===== config.mk =====
export PLATFORM = sky130hd
export DESIGN_NAME = ysyx_23060208_pc_sequencer_flat
export DESIGN_NICKNAME = d
export VERILOG_FILES = /design/src/rtl/ysyx_23060208_pc_sequencer_if.sv /design/src/rtl/ysyx_23060208_pc_sequencer.sv /design/src/flat_wrapper.sv
export SDC_FILE = /design/constraint.sdc
export NUM_CORES = 1
export LEC_CHECK = 0
export CAP_MARGIN = 30
export CORE_ASPECT_RATIO = 0.8
export CORE_MARGIN = 5
export CORE_UTILIZATION = 30
export CTS_CLUSTER_DIAMETER = 120
export DETAILED_ROUTE_END_ITERATION = 10
export GPL_TIMING_DRIVEN = 0
export PLACE_DENSITY = 0.66
export SLEW_MARGIN = 25
export SYNTH_ARGS = -nofsm -noshare
export SYNTH_HDL_FRONTEND = slang
export SYNTH_SLANG_ARGS = --single-unit

===== constraint.sdc =====
create_clock -name clk -period 3.5 [get_ports clk]
set_input_delay 0.35 -clock clk [delete_from_list [all_inputs] [get_ports clk]]
set_output_delay 0.35 -clock clk [all_outputs]
set_load 0.02 [all_outputs]

===== src/rtl/ysyx_23060208_pc_sequencer_if.sv =====
// Fetch-side bus of the PC sequencer: IMEM request/response and the
// instruction handoff to the IDU.
interface ysyx_23060208_pc_sequencer_if #(
  parameter int DATA_WIDTH = 32
) ();
  logic                  imem_req_valid;
  logic                  imem_req_ready;
  logic [DATA_WIDTH-1:0] imem_req_addr;
  logic                  imem_rsp_valid;
  logic [31:0]           imem_rsp_data;
  logic                  imem_rsp_err;
  logic                  inst_valid;
  logic                  inst_ready;
  logic [31:0]           inst;
  logic [DATA_WIDTH-1:0] inst_pc;

  modport master (
    output imem_req_valid,
    input  imem_req_ready,
    output imem_req_addr,
    input  imem_rsp_valid,
    input  imem_rsp_data,
    input  imem_rsp_err,
    output inst_valid,
    input  inst_ready,
    output inst,
    output inst_pc
  );

  modport slave (
    input  imem_req_valid,
    output imem_req_ready,
    input  imem_req_addr,
    output imem_rsp_valid,
    output imem_rsp_data,
    output imem_rsp_err,
    input  inst_valid,
    output inst_ready,
    input  inst,
    input  inst_pc
  );
endinterface


===== src/rtl/ysyx_23060208_pc_sequencer.sv =====
// Multicycle fetch/PC controller: steps the PC out of reset, fetches one
// instruction at a time, hands it to the IDU and selects the next PC on commit.
module ysyx_23060208_pc_sequencer #(
  parameter int DATA_WIDTH = 32,
  parameter int TIMEOUT    = 1023
) (
  input  logic                  clk,
  input  logic                  rst,
  input  logic [DATA_WIDTH-1:0] pc,
  output logic                  pc_wen,
  output logic [DATA_WIDTH-1:0] next_pc,
  ysyx_23060208_pc_sequencer_if.master bus,
  input  logic                  commit_valid,
  input  logic                  trap_valid,
  input  logic [DATA_WIDTH-1:0] trap_target,
  input  logic                  mret_valid,
  input  logic [DATA_WIDTH-1:0] mret_target,
  input  logic                  br_taken,
  input  logic [DATA_WIDTH-1:0] br_target,
  output logic                  fetch_fault,
  output logic                  busy
);

  localparam int CW = $clog2(TIMEOUT + 1);
  localparam logic [CW-1:0]         TMO_LAST   = CW'(TIMEOUT - 1);
  localparam logic [DATA_WIDTH-1:0] ALIGN_MASK = {{(DATA_WIDTH-2){1'b1}}, 2'b00};
  localparam logic [DATA_WIDTH-1:0] PC_STEP    = DATA_WIDTH'(4);

  typedef enum logic [2:0] {
    S_STEP,
    S_REQ,
    S_WAIT,
    S_ISSUE,
    S_EXEC,
    S_HALT
  } state_t;

  state_t                state, state_nxt;
  logic [CW-1:0]         tmo_cnt;
  logic [31:0]           inst_q;
  logic [DATA_WIDTH-1:0] inst_pc_q;

  logic                  pc_wen_c;
  logic [DATA_WIDTH-1:0] next_pc_c;
  logic                  req_valid_c;
  logic                  inst_valid_c;
  logic                  rsp_ok;

  assign rsp_ok = bus.imem_rsp_valid & ~bus.imem_rsp_err;

  always_ff @(posedge clk) begin
    if (rst) begin
      state     <= S_STEP;
      tmo_cnt   <= '0;
      inst_q    <= '0;
      inst_pc_q <= '0;
    end else begin
      state <= state_nxt;
      // Counter is held at zero while requesting so WAIT always starts fresh.
      if (state == S_REQ) begin
        tmo_cnt <= '0;
      end else if (state == S_WAIT) begin
        tmo_cnt <= tmo_cnt + CW'(1);
      end
      if (state == S_WAIT && rsp_ok) begin
        inst_q    <= bus.imem_rsp_data;
        inst_pc_q <= pc;
      end
    end
  end

  always_comb begin
    state_nxt    = state;
    pc_wen_c     = 1'b0;
    next_pc_c    = '0;
    req_valid_c  = 1'b0;
    inst_valid_c = 1'b0;
    case (state)
      S_STEP: begin
        pc_wen_c  = 1'b1;
        next_pc_c = pc + PC_STEP;
        state_nxt = S_REQ;
      end
      S_REQ: begin
        req_valid_c = 1'b1;
        if (bus.imem_req_ready) state_nxt = S_WAIT;
      end
      S_WAIT: begin
        if (bus.imem_rsp_valid) begin
          state_nxt = bus.imem_rsp_err ? S_HALT : S_ISSUE;
        end else if (tmo_cnt == TMO_LAST) begin
          state_nxt = S_HALT;
        end
      end
      S_ISSUE: begin
        inst_valid_c = 1'b1;
        if (bus.inst_ready) state_nxt = S_EXEC;
      end
      S_EXEC: begin
        if (commit_valid) begin
          pc_wen_c  = 1'b1;
          state_nxt = S_REQ;
          if (trap_valid) begin
            next_pc_c = trap_target & ALIGN_MASK;
          end else if (mret_valid) begin
            next_pc_c = mret_target & ALIGN_MASK;
          end else if (br_taken) begin
            next_pc_c = br_target & ALIGN_MASK;
          end else begin
            next_pc_c = pc + PC_STEP;
          end
        end
      end
      S_HALT: begin
        state_nxt = S_HALT;
      end
      default: begin
        state_nxt = S_STEP;
      end
    endcase
  end

  // Every output is forced low while rst is held, independent of state.
  assign pc_wen             = pc_wen_c & ~rst;
  assign next_pc            = rst ? '0 : next_pc_c;
  assign bus.imem_req_valid = req_valid_c & ~rst;
  assign bus.imem_req_addr  = rst ? '0 : pc;
  assign bus.inst_valid     = inst_valid_c & ~rst;
  assign bus.inst           = rst ? '0 : inst_q;
  assign bus.inst_pc        = rst ? '0 : inst_pc_q;
  assign fetch_fault        = ~rst & (state == S_HALT);
  assign busy               = ~rst & (state != S_HALT);

endmodule


===== src/flat_wrapper.sv =====
// flat-port wrapper written by rule: the top's interface ports become plain ports
module ysyx_23060208_pc_sequencer_flat 
#(
  parameter int DATA_WIDTH = 32,
  parameter int TIMEOUT    = 1023
)
  (clk, rst, pc, pc_wen, next_pc, commit_valid, trap_valid, trap_target, mret_valid, mret_target, br_taken, br_target, fetch_fault, busy, bus_imem_req_valid, bus_imem_req_ready, bus_imem_req_addr, bus_imem_rsp_valid, bus_imem_rsp_data, bus_imem_rsp_err, bus_inst_valid, bus_inst_ready, bus_inst, bus_inst_pc);
  ysyx_23060208_pc_sequencer_if #(.DATA_WIDTH(DATA_WIDTH)) bus_i ();
  input  logic clk;
  input  logic rst;
  input  logic [DATA_WIDTH-1:0] pc;
  output logic pc_wen;
  output logic [DATA_WIDTH-1:0] next_pc;
  input  logic commit_valid;
  input  logic trap_valid;
  input  logic [DATA_WIDTH-1:0] trap_target;
  input  logic mret_valid;
  input  logic [DATA_WIDTH-1:0] mret_target;
  input  logic br_taken;
  input  logic [DATA_WIDTH-1:0] br_target;
  output logic fetch_fault;
  output logic busy;
  output wire logic [$bits(bus_i.imem_req_valid)-1:0] bus_imem_req_valid;
  input wire logic [$bits(bus_i.imem_req_ready)-1:0] bus_imem_req_ready;
  output wire logic [$bits(bus_i.imem_req_addr)-1:0] bus_imem_req_addr;
  input wire logic [$bits(bus_i.imem_rsp_valid)-1:0] bus_imem_rsp_valid;
  input wire logic [$bits(bus_i.imem_rsp_data)-1:0] bus_imem_rsp_data;
  input wire logic [$bits(bus_i.imem_rsp_err)-1:0] bus_imem_rsp_err;
  output wire logic [$bits(bus_i.inst_valid)-1:0] bus_inst_valid;
  input wire logic [$bits(bus_i.inst_ready)-1:0] bus_inst_ready;
  output wire logic [$bits(bus_i.inst)-1:0] bus_inst;
  output wire logic [$bits(bus_i.inst_pc)-1:0] bus_inst_pc;
  assign bus_imem_req_valid = bus_i.imem_req_valid;
  assign bus_i.imem_req_ready = bus_imem_req_ready;
  assign bus_imem_req_addr = bus_i.imem_req_addr;
  assign bus_i.imem_rsp_valid = bus_imem_rsp_valid;
  assign bus_i.imem_rsp_data = bus_imem_rsp_data;
  assign bus_i.imem_rsp_err = bus_imem_rsp_err;
  assign bus_inst_valid = bus_i.inst_valid;
  assign bus_i.inst_ready = bus_inst_ready;
  assign bus_inst = bus_i.inst;
  assign bus_inst_pc = bus_i.inst_pc;
  ysyx_23060208_pc_sequencer #(.DATA_WIDTH(DATA_WIDTH), .TIMEOUT(TIMEOUT)) u_core (.clk(clk), .rst(rst), .pc(pc), .pc_wen(pc_wen), .next_pc(next_pc), .bus(bus_i), .commit_valid(commit_valid), .trap_valid(trap_valid), .trap_target(trap_target), .mret_valid(mret_valid), .mret_target(mret_target), .br_taken(br_taken), .br_target(br_target), .fetch_fault(fetch_fault), .busy(busy));
endmodule

==> metrics.csv <==
stage;metric;value;unit
timing;post-route clock period utilization;96.10;%
synthesis;post-synth top area cell;dfxtp_1;
global_route;vias in the first global route;6353;
setup_path;element type at the critical path end;output port;
routing;post-route ant nets;0;
pwr;Peak VDD IR;0.1927;mV
global_route;largest net degree at the start of global routing;12;
synthesis;largest family of logic cells by synthesized area;simple AND/OR/NAND/NOR gates;
finish;share of post-route cells with drive strength above 1;4.299;%
pwr;Clk network pwr share;33.4;%
finish;Non-Filler Instances;1295;
synthesis;synth warn;0;
timing;worst-margin pin slew;0.7523;ns
global_route;grt ovf;0;
pwr;Comb pwr share;30.3;%
place;placed cells;1280;
timing;fin crit period;3.364;ns
synthesis;Primary FF master, synth;dfxtp_1;
floorplanning;die width;158.9;um
routing;1st-iter DRT viols;356;
global_route;initial antenna violation count;0;
synthesis;synth cell count leaders;nand2_1 (160), nor2b_1 (97), a21oi_1 (90);
setup_path;slowest cell delay on critical path;0.69;ns
pwr;Int Power;1.751;mW
synthesis;Post-Syn Nets;935;
synthesis;post-synthesis compound-gate area fraction;21.24;%
place;Post-DP HPWL;18.99;mm
setup_path;Crit-path slowest cell;clkdlybuf4s50_1;
global_route;first-pass GRT wire length;35.83;mm
run_status;status;finished clean;
hold_path;Hold WC Path Type;input pin to flop;
clock_tree;number of CTS-inserted buffers;9;
synthesis;Synth Area in XOR/XNOR;5.434;%
clock_tree;CTS tree;done;
timing;max-slew violations;0;
synthesis;Seq/Total Area, Yosys;28.98;%
floorplanning;Initial Util;30.61;%
finish;n_diodes;0;
synthesis;most used standard cell by instance count after synthesis;nand2_1;
timing;RSZ-0062 raised after global routing;false;
routing;Avg Vias per Cell;5.085;
synthesis;Post-Synthesis Cells;762;
synthesis;mux cell area share after synthesis;0.3764;%
setup_path;critical path depth;7;
timing;endpoints failing setup;0;
setup_path;CP Max Fanout;7;
finish;number of fill cells;1812;
routing;vias;6585;
synthesis;Avg Cell Area, Syn;6.980;um^2
synthesis;Cell variety after synth;57;
clock_tree;Reg clk slew, reported paths;0.06;ns
synthesis;simple-gate portion of the synthesized area;37.31;%
pwr;Pwr Density;281.9;mW/mm^2
floorplanning;IO Count;303;
setup_path;r2r worst-path depth;6;
pwr;Switching Fraction;29.53;%
setup_path;cell mode on critical path;clkdlybuf4s50_1;
hold_path;hold depth;3;
setup_path;critical-path cell list;clkdlybuf4s50_1, nand4_2, nor4_2, and3_4, nand2_2, a221o_1, clkdlybuf4s50_1;
global_route;total track usage;21.77;%
routing;average wire per standard cell;18.27;um
pwr;Pleak;3.022;nW
clock_tree;Clock Path Buffers;2;
synthesis;share of the synthesized area in the top cell type;28.98;%
synthesis;largest cells by area after synthesis;dfxtp_1 (29%), nor2b_1 (11%), nand2_1 (11%);
setup_path;worst path required time;3.15;ns
setup_path;WP buf/inv;2;
clock_tree;H-tree Lvls;3;
timing;Worst Skew;0.004425;ns
run;total of max-cap violations;0;
clock_tree;CTS sink cnt;77;
synthesis;EDFF count, synth;0;
clock_tree;Root Buffer;clkbuf_16;
routing;Post-route DRC;0;
finish;Post-layout nets;1239;
routing;Pre-antenna DRT Iters;6;
setup_path;Worst Setup Start Kind;input pin;
floorplanning;core area;0.01738;mm^2
floorplanning;chip height;129.1;um
setup_path;Arrival @ worst endpoint;3.01;ns
setup_path;CP Class;input pin to output port;
timing;setup TNS;0;ns
setup_path;CP delay by family, top;buffers and inverters;
floorplanning;Die ar.;0.02051;mm^2
pwr;sequential power share;36.3;%
pwr;Psw;0.7338;mW
finish;Area growth syn-to-layout;65.77;%
place;PortBufs;293;
timing;f_max;297.3;MHz
routing;Routed WL;23.66;mm
synthesis;adder-cell share of the synthesized area;0.7057;%
synthesis;share of synthesized registers carrying an async set or reset;0;%
clock_tree;worst skew pair latency;0.33;ns
timing;Final Hold Vio Count;0;
synthesis;synthesis-stage register bit count;77;
floorplanning;# rows;43;
place;final weighted congestion in routability-driven placement;0.9151;
synthesis;Mapped Area;0.005319;mm^2
timing;Slew HR;49.57;%
-- sequential cells by signal (all words and copies together), names as in the netlist --
name and flops:
u_core.state 3, u_core.inst_q 32, u_core.inst_pc_q 32, u_core.tmo_cnt 10
-- layout by cell type (no fill, tap or decap), types with 4 or more instances in the layout --
cell             Yosys  final
and3_1              10     10
nor2b_1             97     97
and4_1               7      7
nand4_1             10     10
clkdlybuf4s50_1      0    290
a32oi_1              4      4
a221oi_1            11     11
a221o_1              8      8
a31oi_1              6      6
and2_1               4      4
dfxtp_1             77     77
nand3_1             17     17
clkbuf_16            0      9
xnor2_1             16     16
nand2b_1            12     12
xor2_1              17     17
nor3_1              15     13
nor2_1              38     38
nand3b_1             4      4
nand2_1            160    160
clkbuf_1            43     42
buf_4                6      6
o22ai_1             12     12
buf_1                4      5
inv_1                9      9
a21oi_1             90     90
o21ai_0             32     31
buf_2                7      7
-- power by group through the flow --
| stage | registers, mW | clock network [mW] | logic (mW) |
|---|---|---|---|
| after floorplan | 0.918 | 0 | 0.323 |
| after global placement | 0.920 | 0 | 0.747 |
| after detailed placement | 0.921 | 0 | 0.748 |
| after CTS | 0.901 | 0.859 | 0.752 |
| after global routing | 0.903 | 0.909 | 0.803 |
| final | 0.902 | 0.831 | 0.752 |
-- tightest hold or removal path, cell delays in order --
cell	delay [ns]
buf_2	0.16
nand2_1	0.08
a21oi_1	0.05
-- path summary, 6_finish.rpt --
| path | from | end | slack, ns |
|---|---|---|---|
| max | pc[20] | next_pc[31] | 0.14 |
| min | pc[14] | u_core.inst_pc_q[14]$_SDFFE_PP0P_ | 0.36 |
| max reg2reg | u_core.state[1]$_SDFFE_PP0P_ | u_core.inst_pc_q[12]$_SDFFE_PP0P_ | 1.53 |
| min reg2reg | u_core.inst_q[8]$_SDFFE_PP0P_ | u_core.inst_q[8]$_SDFFE_PP0P_ | 0.45 |
-- area by class of cell --
cell class              count  area [um^2]  area share, %
clock buffers              13        250.2          2.838
inverters                  10        37.54         0.4257
repair buffers            293         2937          33.30
multi-input cells         613         3477          39.44
well taps                 225        281.5          3.193
clock inverters             2        10.01         0.1135
flip-flops and latches     77         1541          17.48
plain buffers              62        282.8          3.207
-- through the flow --
stage / setup slack, ns / power, mW / util [%] / area, um^2 / hold slack [ns]
6_report: 0.1363 / 2.485 / 50.74 / 8817 / 0.3634
2_1_floorplan: 1.170 / 1.241 / - / 5319 / 0.4318
3_3_place_gp: -0.1120 / 1.667 / 49.10 / 8533 / 0.4375
4_1_cts: 0.03324 / 2.512 / 50.69 / 8808 / 0.3452
3_5_place_dp: -0.1134 / 1.669 / 49.13 / 8538 / 0.4420
5_1_grt: 0.01628 / 2.615 / 50.74 / 8817 / 0.3729
-- cells by family (layout without fill, tap and decap cells) --
kind of cell,Yosys count,in the layout
buffers and inverters,72,380
AND/OR/NAND/NOR,389,389
adder cells (fa/ha/maj),3,3
flip-flops,77,77
XOR/XNOR,33,33
AO/OA/AOI/OAI,186,186
multiplexers,2,2
-- timing repair --
item / CTS / global route
cloned: 0 / 0
gates resized for setup: 3 / 10
buffers inserted: 0 / 0
hold buffers: 0 / 0
setup endpoints to repair: 20 / 21
-- routing by layer --
metal  up-vias  track usage, %  share of wire, %
met1      3062           29.93                46
met2       255           34.50                44
met5         -               0                 0
met4         0           5.266               2.4
li1       3229               -                 -
met3        39           5.660               7.2
(Power assumes the default switching activity.)
